==> config.mk <==
export PLATFORM = sky130hd
export DESIGN_NAME = riscv_fetch_unit
export DESIGN_NICKNAME = d
export VERILOG_FILES = /design/src/rtl/riscv_fetch_unit.sv
export SDC_FILE = /design/constraint.sdc
export NUM_CORES = 1
export LEC_CHECK = 0
export ABC_AREA = 1
export CAP_MARGIN = 20
export CELL_PAD_IN_SITES_DETAIL_PLACEMENT = 0
export CELL_PAD_IN_SITES_GLOBAL_PLACEMENT = 1
export CORE_ASPECT_RATIO = 0.7
export CORE_MARGIN = 8
export CORE_UTILIZATION = 39
export CTS_CLUSTER_SIZE = 14
export DETAILED_ROUTE_END_ITERATION = 8
export GPL_ROUTABILITY_DRIVEN = 0
export MAX_ROUTING_LAYER = met4
export PLACE_DENSITY = 0.79
export SYNTH_ARGS = -nofsm -noshare
export SYNTH_HDL_FRONTEND = slang
export SYNTH_SLANG_ARGS = --single-unit
==> constraint.sdc <==
create_clock -name CLOCK_50 -period 3.2 [get_ports CLOCK_50]
set_clock_uncertainty 0.15 [all_clocks]
set_input_delay 0.32 -clock CLOCK_50 [delete_from_list [all_inputs] [get_ports CLOCK_50]]
set_output_delay 0.32 -clock CLOCK_50 [all_outputs]
set_load 0.1 [all_outputs]
==> src/rtl/riscv_fetch_unit.sv <==
// riscv_fetch_unit: instruction-fetch front end for the multicycle RISC-V core.
// Owns the fetch PC, issues word reads to a synchronous instruction memory,
// buffers returned words in a QDEPTH-entry prefetch queue and hands them to
// decode over a valid/ready handshake. Fetch halts after the EOF sentinel
// (32'hFFFF_FFFF) is enqueued and restarts on a taken-branch redirect.
// Optional feature macro: FETCH_STATS_EN (enables the fetch_count counter;
// when undefined fetch_count is tied to zero).
module riscv_fetch_unit #(
    parameter int          IMEM_DEPTH = 1024,
    parameter int          QDEPTH     = 2,
    parameter logic [31:0] RESET_PC   = 32'h0,
    localparam int         AW         = $clog2(IMEM_DEPTH)
) (
    input  logic          CLOCK_50,
    input  logic          rst_n,
    output logic          imem_rd,
    output logic [AW-1:0] imem_addr,
    input  logic [31:0]   imem_rdata,
    output logic          instr_valid,
    input  logic          instr_ready,
    output logic [31:0]   instr,
    output logic [31:0]   instr_pc,
    input  logic          redirect_valid,
    input  logic [31:0]   redirect_pc,
    output logic          eof,
    output logic [15:0]   fetch_count
);

    localparam int          PW       = $clog2(QDEPTH);
    localparam int          CW       = PW + 2;
    localparam logic [31:0] EOF_WORD = 32'hFFFF_FFFF;

    typedef enum logic [0:0] {
        ST_RUN  = 1'b0,
        ST_HALT = 1'b1
    } state_e;

    state_e        state_q, state_d;
    logic [31:0]   pc_q, pc_d;
    logic [31:0]   rd_pc_q, rd_pc_d;
    logic          inflight_q, inflight_d;
    logic          eof_q, eof_d;
    logic [PW-1:0] rd_ptr_q, rd_ptr_d;
    logic [PW-1:0] wr_ptr_q, wr_ptr_d;
    logic [PW:0]   count_q, count_d;
    logic [31:0]   qinstr_q [QDEPTH];
    logic [31:0]   qinstr_d [QDEPTH];
    logic [31:0]   qpc_q    [QDEPTH];
    logic [31:0]   qpc_d    [QDEPTH];

    logic          deq_s;
    logic          enq_s;
    logic          eof_hit_s;
    logic [CW-1:0] occ_sum_s;
    logic          room_s;

    // Handshake, response acceptance and read-credit bookkeeping.
    // A dequeue this cycle frees a slot, which keeps one-per-cycle throughput.
    always_comb begin
        deq_s     = instr_valid && instr_ready;
        enq_s     = inflight_q && (state_q == ST_RUN) && !redirect_valid;
        eof_hit_s = enq_s && (imem_rdata == EOF_WORD);
        occ_sum_s = CW'(count_q) + CW'(inflight_q) - CW'(deq_s);
        room_s    = (occ_sum_s < CW'(QDEPTH));
    end

    // FSM state register.
    always_ff @(posedge CLOCK_50 or negedge rst_n) begin
        if (!rst_n) state_q <= ST_RUN;
        else        state_q <= state_d;
    end

    // FSM next state: redirect always resumes fetching; EOF enqueue halts.
    always_comb begin
        state_d = state_q;
        case (state_q)
            ST_RUN: begin
                if (redirect_valid) state_d = ST_RUN;
                else if (eof_hit_s) state_d = ST_HALT;
                else                state_d = ST_RUN;
            end
            ST_HALT: begin
                if (redirect_valid) state_d = ST_RUN;
                else                state_d = ST_HALT;
            end
            default: state_d = ST_RUN;
        endcase
    end

    // FSM output: read strobe. Held low in reset, on redirect, and when the
    // word returning now is the EOF sentinel so nothing is fetched past it.
    always_comb begin
        imem_rd = 1'b0;
        case (state_q)
            ST_RUN:  imem_rd = rst_n && room_s && !redirect_valid && !eof_hit_s;
            ST_HALT: imem_rd = 1'b0;
            default: imem_rd = 1'b0;
        endcase
    end

    // PC, in-flight tracking and EOF flag next-state.
    always_comb begin
        if (redirect_valid)   pc_d = redirect_pc & ~32'h0000_0003;
        else if (imem_rd)     pc_d = pc_q + 32'd4;
        else                  pc_d = pc_q;
        if (imem_rd)          rd_pc_d = pc_q;
        else                  rd_pc_d = rd_pc_q;
        inflight_d = imem_rd;
        if (redirect_valid)   eof_d = 1'b0;
        else if (eof_hit_s)   eof_d = 1'b1;
        else                  eof_d = eof_q;
    end

    // Prefetch queue next-state: redirect flushes; otherwise enqueue/dequeue.
    always_comb begin
        rd_ptr_d = rd_ptr_q;
        wr_ptr_d = wr_ptr_q;
        count_d  = count_q;
        qinstr_d = qinstr_q;
        qpc_d    = qpc_q;
        if (redirect_valid) begin
            rd_ptr_d = '0;
            wr_ptr_d = '0;
            count_d  = '0;
        end else begin
            if (enq_s) begin
                qinstr_d[wr_ptr_q] = imem_rdata;
                qpc_d[wr_ptr_q]    = rd_pc_q;
                wr_ptr_d           = wr_ptr_q + PW'(1);
            end else begin
                wr_ptr_d = wr_ptr_q;
            end
            if (deq_s) rd_ptr_d = rd_ptr_q + PW'(1);
            else       rd_ptr_d = rd_ptr_q;
            count_d = count_q + (PW+1)'(enq_s) - (PW+1)'(deq_s);
        end
    end

    // Datapath and queue registers.
    always_ff @(posedge CLOCK_50 or negedge rst_n) begin
        if (!rst_n) begin
            pc_q       <= RESET_PC;
            rd_pc_q    <= 32'h0;
            inflight_q <= 1'b0;
            eof_q      <= 1'b0;
            rd_ptr_q   <= '0;
            wr_ptr_q   <= '0;
            count_q    <= '0;
            qinstr_q   <= '{default: 32'h0};
            qpc_q      <= '{default: 32'h0};
        end else begin
            pc_q       <= pc_d;
            rd_pc_q    <= rd_pc_d;
            inflight_q <= inflight_d;
            eof_q      <= eof_d;
            rd_ptr_q   <= rd_ptr_d;
            wr_ptr_q   <= wr_ptr_d;
            count_q    <= count_d;
            qinstr_q   <= qinstr_d;
            qpc_q      <= qpc_d;
        end
    end

    assign imem_addr   = pc_q[AW+1:2];
    assign instr_valid = (count_q != '0);
    assign instr       = qinstr_q[rd_ptr_q];
    assign instr_pc    = qpc_q[rd_ptr_q];
    assign eof         = eof_q;

`ifdef FETCH_STATS_EN
    logic [15:0] fetch_count_q, fetch_count_d;

    // Count completed handshakes, including one coinciding with a redirect.
    always_comb begin
        if (deq_s) fetch_count_d = fetch_count_q + 16'd1;
        else       fetch_count_d = fetch_count_q;
    end

    // Delivered-instruction counter register.
    always_ff @(posedge CLOCK_50 or negedge rst_n) begin
        if (!rst_n) fetch_count_q <= 16'h0;
        else        fetch_count_q <= fetch_count_d;
    end

    assign fetch_count = fetch_count_q;
`else
    assign fetch_count = 16'h0;
`endif

endmodule
======== Yosys cells after proc, flatten, opt, wreduce, memory -nomap -nowiden ========
Cells that the tools add are included.
cells by class
  bitwise operators ....................... 4
  div/mod/pow operators ................... 0
  order comparisons ....................... 4
  shift operators ......................... 0
  mux-type cells .......................... 24
  multipliers ............................. 0
  reduce and logical (&&, ||, !) cells .... 16
  eq/ne operators ......................... 1
  $add $sub $neg .......................... 7
operator list
  kind                                                number
  two-way mux 32 bit                                  9
  bitwise mux 64 bit                                  2
  adder 32 x 3 -> 32 bit, second input constant       1
  demux 32 bit (select 1 bit)                         1
  == test 32 bit, second input constant               1
  nonzero test 2 bit                                  5
  two-way mux 1 bit                                   9
  logical AND 1 bit                                   8
  >= comparator 2 bit, second input constant          2
  NOT 1 -> 2 bit                                      2
  one-hot mux 1 bit (2 select lines)                  2
  adder 2 x 1 -> 3 bit                                1
  < comparator 3 x 2 -> 1 bit, second input constant  1
  subtractor 3 x 1 -> 3 bit                           1
  adder 1 bit, second input constant                  2
  adder 2 x 1 -> 2 bit                                1
  zero test 1 bit                                     2
  < comparator 2 x 1 -> 1 bit, second input constant  1
  two-way mux 2 bit                                   1
  NOT 1 bit                                           2
  AND reduction 2 bit                                 1
  subtractor 2 x 1 -> 2 bit                           1
word-level totals
  output and inout bits ................... 93
  bits of input ports ..................... 68
  memories kept ........................... 0
  memory bits (writable) .................. 0
  memory bits (read-only) ................. 0
  latch bits .............................. 0
  register bits after elaboration ......... 199

======== Longest topological paths before layout ========
Gate-level depths: netlist of run 1.
  depth in word-level cells ............... 10
  gate-level depth with buffers ........... 13

======== Worst setup path after synthesis of run 1 ========
Ideal clock, no wire load.
  kind .................................... reg-to-output
  from .................................... register count_q[1]
  to ...................................... output imem_rd
  path slack .............................. -0.320 ns
  stages on the path, launching flop included .. 12
  path buffers ............................ 1
  arrival ................................. 3.050 ns
  required time ........................... 2.730 ns
  cell sequence ........................... dfrtp_1 > or2_2 > nand2_1 > inv_1 > ha_1 > or2_2 > fa_1 > nand4_2 > nor2_4 > nand2_4 > inv_2 > buf_4
between the ends
  word-level cells in the longest chain between the ends .. 8
  elaborated cells between the ends (all ways) .. 9
  classes of those cells .................. 2 x add/sub; 1 x order compare; 1 x mux; 5 x reduce/logical
ends and longest elaborated chain
  element                             RTL line  text
  start: declaration                  45        logic [PW:0] count_q, count_d;
  start signal: assignment            158       count_q <= count_d;
  nonzero test 2 bit                  165       assign instr_valid = (count_q != '0);
  via instr_valid                     19        output logic instr_valid,
  logical AND 1 bit                   60        deq_s = instr_valid && instr_ready;
  subtractor 3 x 1 -> 3 bit           63        occ_sum_s = CW'(count_q) + CW'(inflight_q) - CW'(deq_s);
  < comparator 3 x 2 -> 1 bit         64        room_s = (occ_sum_s < CW'(QDEPTH));
  logical AND 1 bit (3 in a row)      95        ST_RUN: imem_rd = rst_n && room_s && !redirect_valid && !eof_hit_s;
  one-hot mux 1 bit (2 select lines)  94        case (state_q)
  end: declaration                    16        output logic imem_rd,
The timed path passes the listed nets, and every way through them passes these cells.

======== Worst setup path in the final report of run 1 ========
  from .................................... register count_q[1]
  to ...................................... output imem_rd
between the ends
  word-level cells in the longest chain between the ends .. 8
  elaborated cells between the ends (all ways) .. 9
  classes of those cells .................. 2 x add/sub; 1 x order compare; 1 x mux; 5 x reduce/logical
ends and longest elaborated chain
  element                                                       RTL line
  branches (longest 2 deep; another with adder 2 x 1 -> 3 bit)  --
  subtractor 3 x 1 -> 3 bit (*)                                 63
  < comparator 3 x 2 -> 1 bit (*)                               64
  logical AND 1 bit (*) (3 in a row)                            95
  one-hot mux 1 bit (2 select lines) (*)                        94
Every way passes the cells marked *.

==> results.json, run 1 <==
{
  "status": "complete, no violations",
  "yosysWarnings": 0,
  "worstSetupPathType": "flop to output pin",
  "pre_cts_slack_ns": 0.1001,
  "insertion_delay_ns": 0.43,
  "wl_met1_um": 13180,
  "die_w_um": 201.1,
  "vias": 7890,
  "synth_top_area_share_pct": 51.09,
  "place_area_um2": 11500,
  "area_delta_synth_final_pct": 30.80,
  "fillers": 2226,
  "synth_top_cell_by_area": "dfrtp_1",
  "slew_headroom_pct": 35.24,
  "ctsLongestPathBuffers": 2,
  "clock.fmax_mhz": 314.4,
  "synth_ff_type": "dfrtp_1",
  "final_util_pct": 51.89,
  "final_common_cell": "nand2_1",
  "path_clk_slew_ns": 0.08,
  "ant_nets": 0,
  "cts_tree": "done",
  "grt_max_degree": 132,
  "fin_nets": 1396,
  "worst_pin_slew_ns": 0.9715,
  "drt_first_pass_iters": 5,
  "wl_um": 25550,
  "ys_seq_elements": 191,
  "clock_sinks": 191,
  "dr_wl_met3_um": 1245,
  "ios": 161,
  "end_kind": "output pin",
  "setup_slack_ns": 0.01956,
  "final_cell_mix": "nand2_1, dfrtp_1, o21ai_0",
  "syn_area_per_cell_um2": 7.770,
  "hold_violations": 0,
  "synthTopCellsByArea": "dfrtp_1, nand2_1, o21ai_0",
  "finalSetupViolCount": 0,
  "drv_cap": 0,
  "remaining_drc_errors": 0,
  "async_reset_ff_share_pct": 100.0,
  "std_cell_rows": 47,
  "antenna_found_initial": 0,
  "crit_path_start_kind": "flop",
  "place_hpwl_um": 17600,
  "route.detailed.wl_per_inst_um": 15.45,
  "grt_pass1_vias": 7516,
  "synth-edff-count": 0,
  "diodes": 0,
  "io_buffer_count": 140,
  "fin_area_um2": 12240,
  "netlist_area_um2": 9355,
  "top_layer": "met4",
  "ys_types": 33,
  "avgViaCountPerCell": 4.770,
  "powerDensity_nw_per_um2": 1182,
  "die_y_um": 145.6,
  "grt_usage_pct": 18.06,
  "rsz0062_at_grt": "true",
  "arrival_ns": 2.71,
  "peakVddDrop_uv": 817.3,
  "cts_buffers": 17,
  "dieArea_um2": 29280,
  "leakagePower_nw": 5.991,
  "required_ns": 2.73,
  "dr_wl_met2_um": 10950,
  "post-route-period-util_pct": 99.39,
  "netlist_instances": 1204,
  "cts_root_buffer": "clkbuf_16",
  "hold_path.class": "input pin to flop",
  "worstPathMaxFanout": 2,
  "final-max-slew-violation-count": 0,
  "drive_gt1_share_pct": 12.35,
  "fin_crit_ns": 3.180,
  "grt_pass1_wl_um": 41790,
  "core_um2": 23580,
  "drtIter0Drc": 738,
  "start_util_pct": 39.67,
  "grt-ovfl-total": 0,
  "hold_ws_ns": 0.3056,
  "finalSetupTns_ns": 0,
  "h-tree-depth": 4,
  "yosysSeqAreaShare_pct": 51.09
}
worst max-delay path, stage by stage (launching register included):
cell	delay (ns)
dfrtp_1	0.38
or2_4	0.26
nand2_4	0.07
inv_4	0.04
ha_4	0.20
or2_4	0.22
fa_1	0.52
nand4_2	0.10
nor2_4	0.16
nand2_4	0.08
inv_6	0.08
buf_12	0.17
synth_stat cells (4+ instances only):
master / n
xor2_1: 10
buf_4: 29
nand3_2: 8
dfrtp_1: 191
nand3_1: 65
o21ai_0: 148
nor2_1: 43
o21ai_1: 19
ha_1: 4
nand4_1: 11
buf_2: 15
nor2_4: 4
nand2_1: 495
buf_6: 6
inv_1: 98
clkbuf_1: 30
where the power goes:
group / internal, mW / leakage (nW) / switching (mW)
sequential: 3.41 / 2.46 / 0.655
clock: 1.24 / 0.285 / 0.971
combinational: 2.60 / 3.25 / 5.58
total: 7.25 / 5.99 / 7.21
state kept, by name (all words and copies together), names as in the netlist:
signal and count:
inflight_q 1, count_q 2, eof 1, pc_q 30, qpc_q 60, wr_ptr_q 1, state_q 1, qinstr_q 64
rd_pc_q 30, rd_ptr_q 1
area by class of cell:
| cell class | instances | area, µm² | share of cell area (%) |
|---|---|---|---|
| flip-flops and latches | 191 | 4781 | 39.07 |
| multi-input cells | 844 | 3786 | 30.94 |
| repair buffers | 168 | 2276 | 18.60 |
| clock buffers | 18 | 429.2 | 3.507 |
| inverters | 101 | 386.6 | 3.160 |
| well taps | 318 | 397.9 | 3.252 |
| clock inverters | 14 | 180.2 | 1.472 |
logic make-up after synthesis:
logic type | after synthesis | synth area share, %
buffers and inverters | 186 | 9.549
adder cells (fa/ha/maj) | 5 | 0.7490
XOR/XNOR | 13 | 1.217
AND/OR/NAND/NOR | 640 | 28.37
flip-flops | 191 | 51.09
other | 1 | 0.04008
AO/OA/AOI/OAI | 168 | 8.987
path summary, 6_finish.rpt:
| path | start | end | slack (ns) | depth (start not counted) |
|---|---|---|---|---|
| worst max-delay path | count_q[1] | imem_rd | 0.02 | 11 |
| worst min-delay path | redirect_pc[28] | pc_q[28] | 0.31 | 3 |
| worst max register to register | count_q[1] | pc_q[15] | 0.17 | 15 |
| worst min register to register | qinstr_q[58] | qinstr_q[58] | 0.34 | 2 |
| max in group asynchronous | rst_n | rd_ptr_q | 1.84 | 3 |
| min in group asynchronous | rst_n | qinstr_q[50] | 0.37 | 3 |
per-stage QoR:
step,total power [mW],std cells
after floorplan,9.407,1221
after global placement,12.17,1612
after detailed placement,12.26,1612
after CTS,14.56,1650
after global routing,15.24,1654
final,14.46,1654
repair_timing:
| item | in CTS | in global routing |
|---|---|---|
| gates resized for setup | 6 | 0 |
| hold buffers | 2 | 0 |
| endpoints found under the setup margin | 1 | 1 |
| hold endpoints to repair | 60 | 0 |
| setup buffers | 4 | 4 |
| pin swaps | 5 | 3 |
layer usage:
metal  up-vias  global-route usage [%]
li1       3964                       -
met1      3713                   26.67
met2       202                   25.51
met3        11                   3.336
met4         0                   3.450
met5         -                       -
(Power assumes the default switching activity.)
==> run 2: changes to the inputs <==
Settings changed: RECOVER_POWER from default to 50.
==> run 2 against run 1 <==
Effect of this change: die area did not move; first-iteration DRC count rose by 2.8%; via count barely moved; utilization fell by 0.096 points; design area fell by 0.18%; worst hold slack barely moved; fmax barely moved; critical endpoint unchanged; count of clock-buffer cells in the layout did not move.
==> results.json, run 2 (synthesis results as in run 1) <==
{
  "grt_pass1_wl_um": 41790,
  "diodes": 0,
  "grt_usage_pct": 18.06,
  "insertion_delay_ns": 0.43,
  "path_clk_slew_ns": 0.08,
  "worstPathMaxFanout": 2,
  "h-tree-depth": 4,
  "core_um2": 23580,
  "power_mw": 14.45,
  "std_cell_rows": 47,
  "final_cell_mix": "nand2_1, dfrtp_1, o21ai_0",
  "drive_gt1_share_pct": 12.35,
  "rsz0062_at_grt": "true",
  "crit_slowest_cell": "fa_1",
  "ctsLongestPathBuffers": 2,
  "fin_crit_ns": 3.180,
  "dieArea_um2": 29280,
  "cts_buffers": 17,
  "ios": 161,
  "place_hpwl_um": 17600,
  "end_kind": "output pin",
  "place_area_um2": 11500,
  "hold_violations": 0,
  "route.detailed.wl_per_inst_um": 15.43,
  "final-max-slew-violation-count": 0,
  "largest_reg_flops": 64,
  "worst-path-buf-inv": 3,
  "slowest_delay_ns": 0.52,
  "fin_area_um2": 12210,
  "status": "complete, no violations",
  "peakVddDrop_uv": 817.3,
  "arrival_ns": 2.71,
  "cts_tree": "done",
  "finalSetupViolCount": 0,
  "avgViaCountPerCell": 4.767,
  "die_y_um": 145.6,
  "die_w_um": 201.1,
  "worstSetupPathType": "flop to output pin",
  "io_buffer_count": 140,
  "ant_nets": 0,
  "slew_headroom_pct": 1.533,
  "clock_sinks": 191,
  "hold_path.class": "input pin to flop",
  "post-route-period-util_pct": 99.39,
  "powerDensity_nw_per_um2": 1183,
  "crit_path_start_kind": "flop",
  "area_delta_synth_final_pct": 30.56,
  "final_common_cell": "nand2_1",
  "crit_path_cell_trace": "or2_4, nand2_4, inv_4, ha_4, or2_4, fa_1, nand4_2, nor2_4, nand2_4, inv_6, buf_12",
  "regMostFlops": "qinstr_q",
  "biggestRegsByFlops": "qinstr_q: 64 flops, qpc_q: 60 flops",
  "grt-ovfl-total": 0,
  "drt_first_pass_iters": 5,
  "antenna_found_initial": 0,
  "critPathTopFamily": "simple AND/OR/NAND/NOR gates",
  "worst_pin_slew_ns": 1.477,
  "drv_cap": 0,
  "required_ns": 2.73,
  "grt_pass1_vias": 7516,
  "remaining_drc_errors": 0,
  "vias": 7885,
  "clock.fmax_mhz": 314.4,
  "grt_max_degree": 132,
  "fin_nets": 1396,
  "start_util_pct": 39.67,
  "drtIter0Drc": 759,
  "leakagePower_nw": 5.982,
  "wl_um": 25520,
  "cts_root_buffer": "clkbuf_16"
}
## run 2: repair_timing
action	CTS	global route
gates cloned	0	0
endpoints found under the hold margin	60	0
hold buffers	2	0
gates resized for setup	6	0
setup buffers	4	4
endpoints found under the setup margin	1	1
pin swaps	5	3
## run 2: layout make-up
cell class | count | area, µm²
clock buffer | 18 | 429.2
clock inverter | 14 | 180.2
sequential | 191 | 4781
timing repair buffer | 168 | 2253
fill | 2229 | 11370
tap | 318 | 397.9
inverter | 101 | 386.6
multi-input combinational | 844 | 3786
## run 2: worst min-delay path, delay by kind of cell
kind | cells | cell delay [ns]
buffers and inverters | 1 | 0.40
and+or+nand+nor | 2 | 0.14
## run 2: final timing paths
kind,start,endpoint,slack [ns],depth (start not counted)
max,count_q[1],imem_rd,0.02,11
min,redirect_pc[28],pc_q[28],0.31,3
max reg2reg,count_q[1],pc_q[15],0.17,15
min reg2reg,qinstr_q[58],qinstr_q[58],0.34,2
max in group asynchronous,rst_n,qpc_q[35],1.17,3
min in group asynchronous,rst_n,qpc_q[50],0.51,3
## run 2: metrics by stage
| step | worst slack [ns] | hold WS [ns] | utilization (%) | cells | setup TNS (ns) |
|---|---|---|---|---|---|
| 2_1_floorplan | 0.003133 | -0.1256 | - | 1221 | 0 |
| 3_3_place_gp | 0.1112 | 0.2014 | 48.79 | 1612 | 0 |
| 3_5_place_dp | 0.1001 | 0.1974 | 48.79 | 1612 | 0 |
| 4_1_cts | -0.02936 | 0.2856 | 51.76 | 1650 | -0.02936 |
| 5_1_grt | -0.08299 | 0.3073 | 51.80 | 1654 | -0.08299 |
| 6_report | 0.01966 | 0.3056 | 51.80 | 1654 | 0 |
## run 2: where the power goes
part | switching, mW | internal (mW)
Sequential | 0.655 | 3.41
Combinational | 5.58 | 2.59
Clock | 0.970 | 1.24
## run 2: metal layers
metal  wire length [µm]  vias up  global-route usage [%]  share of wire [%]
met2              10960      193                   25.51                 43
met5                  0        -                       -                  0
met3               1217       11                   3.336                4.8
li1                   -     3965                       -                  -
met4                170        0                   3.450               0.67
met1              13170     3716                   26.67                 52
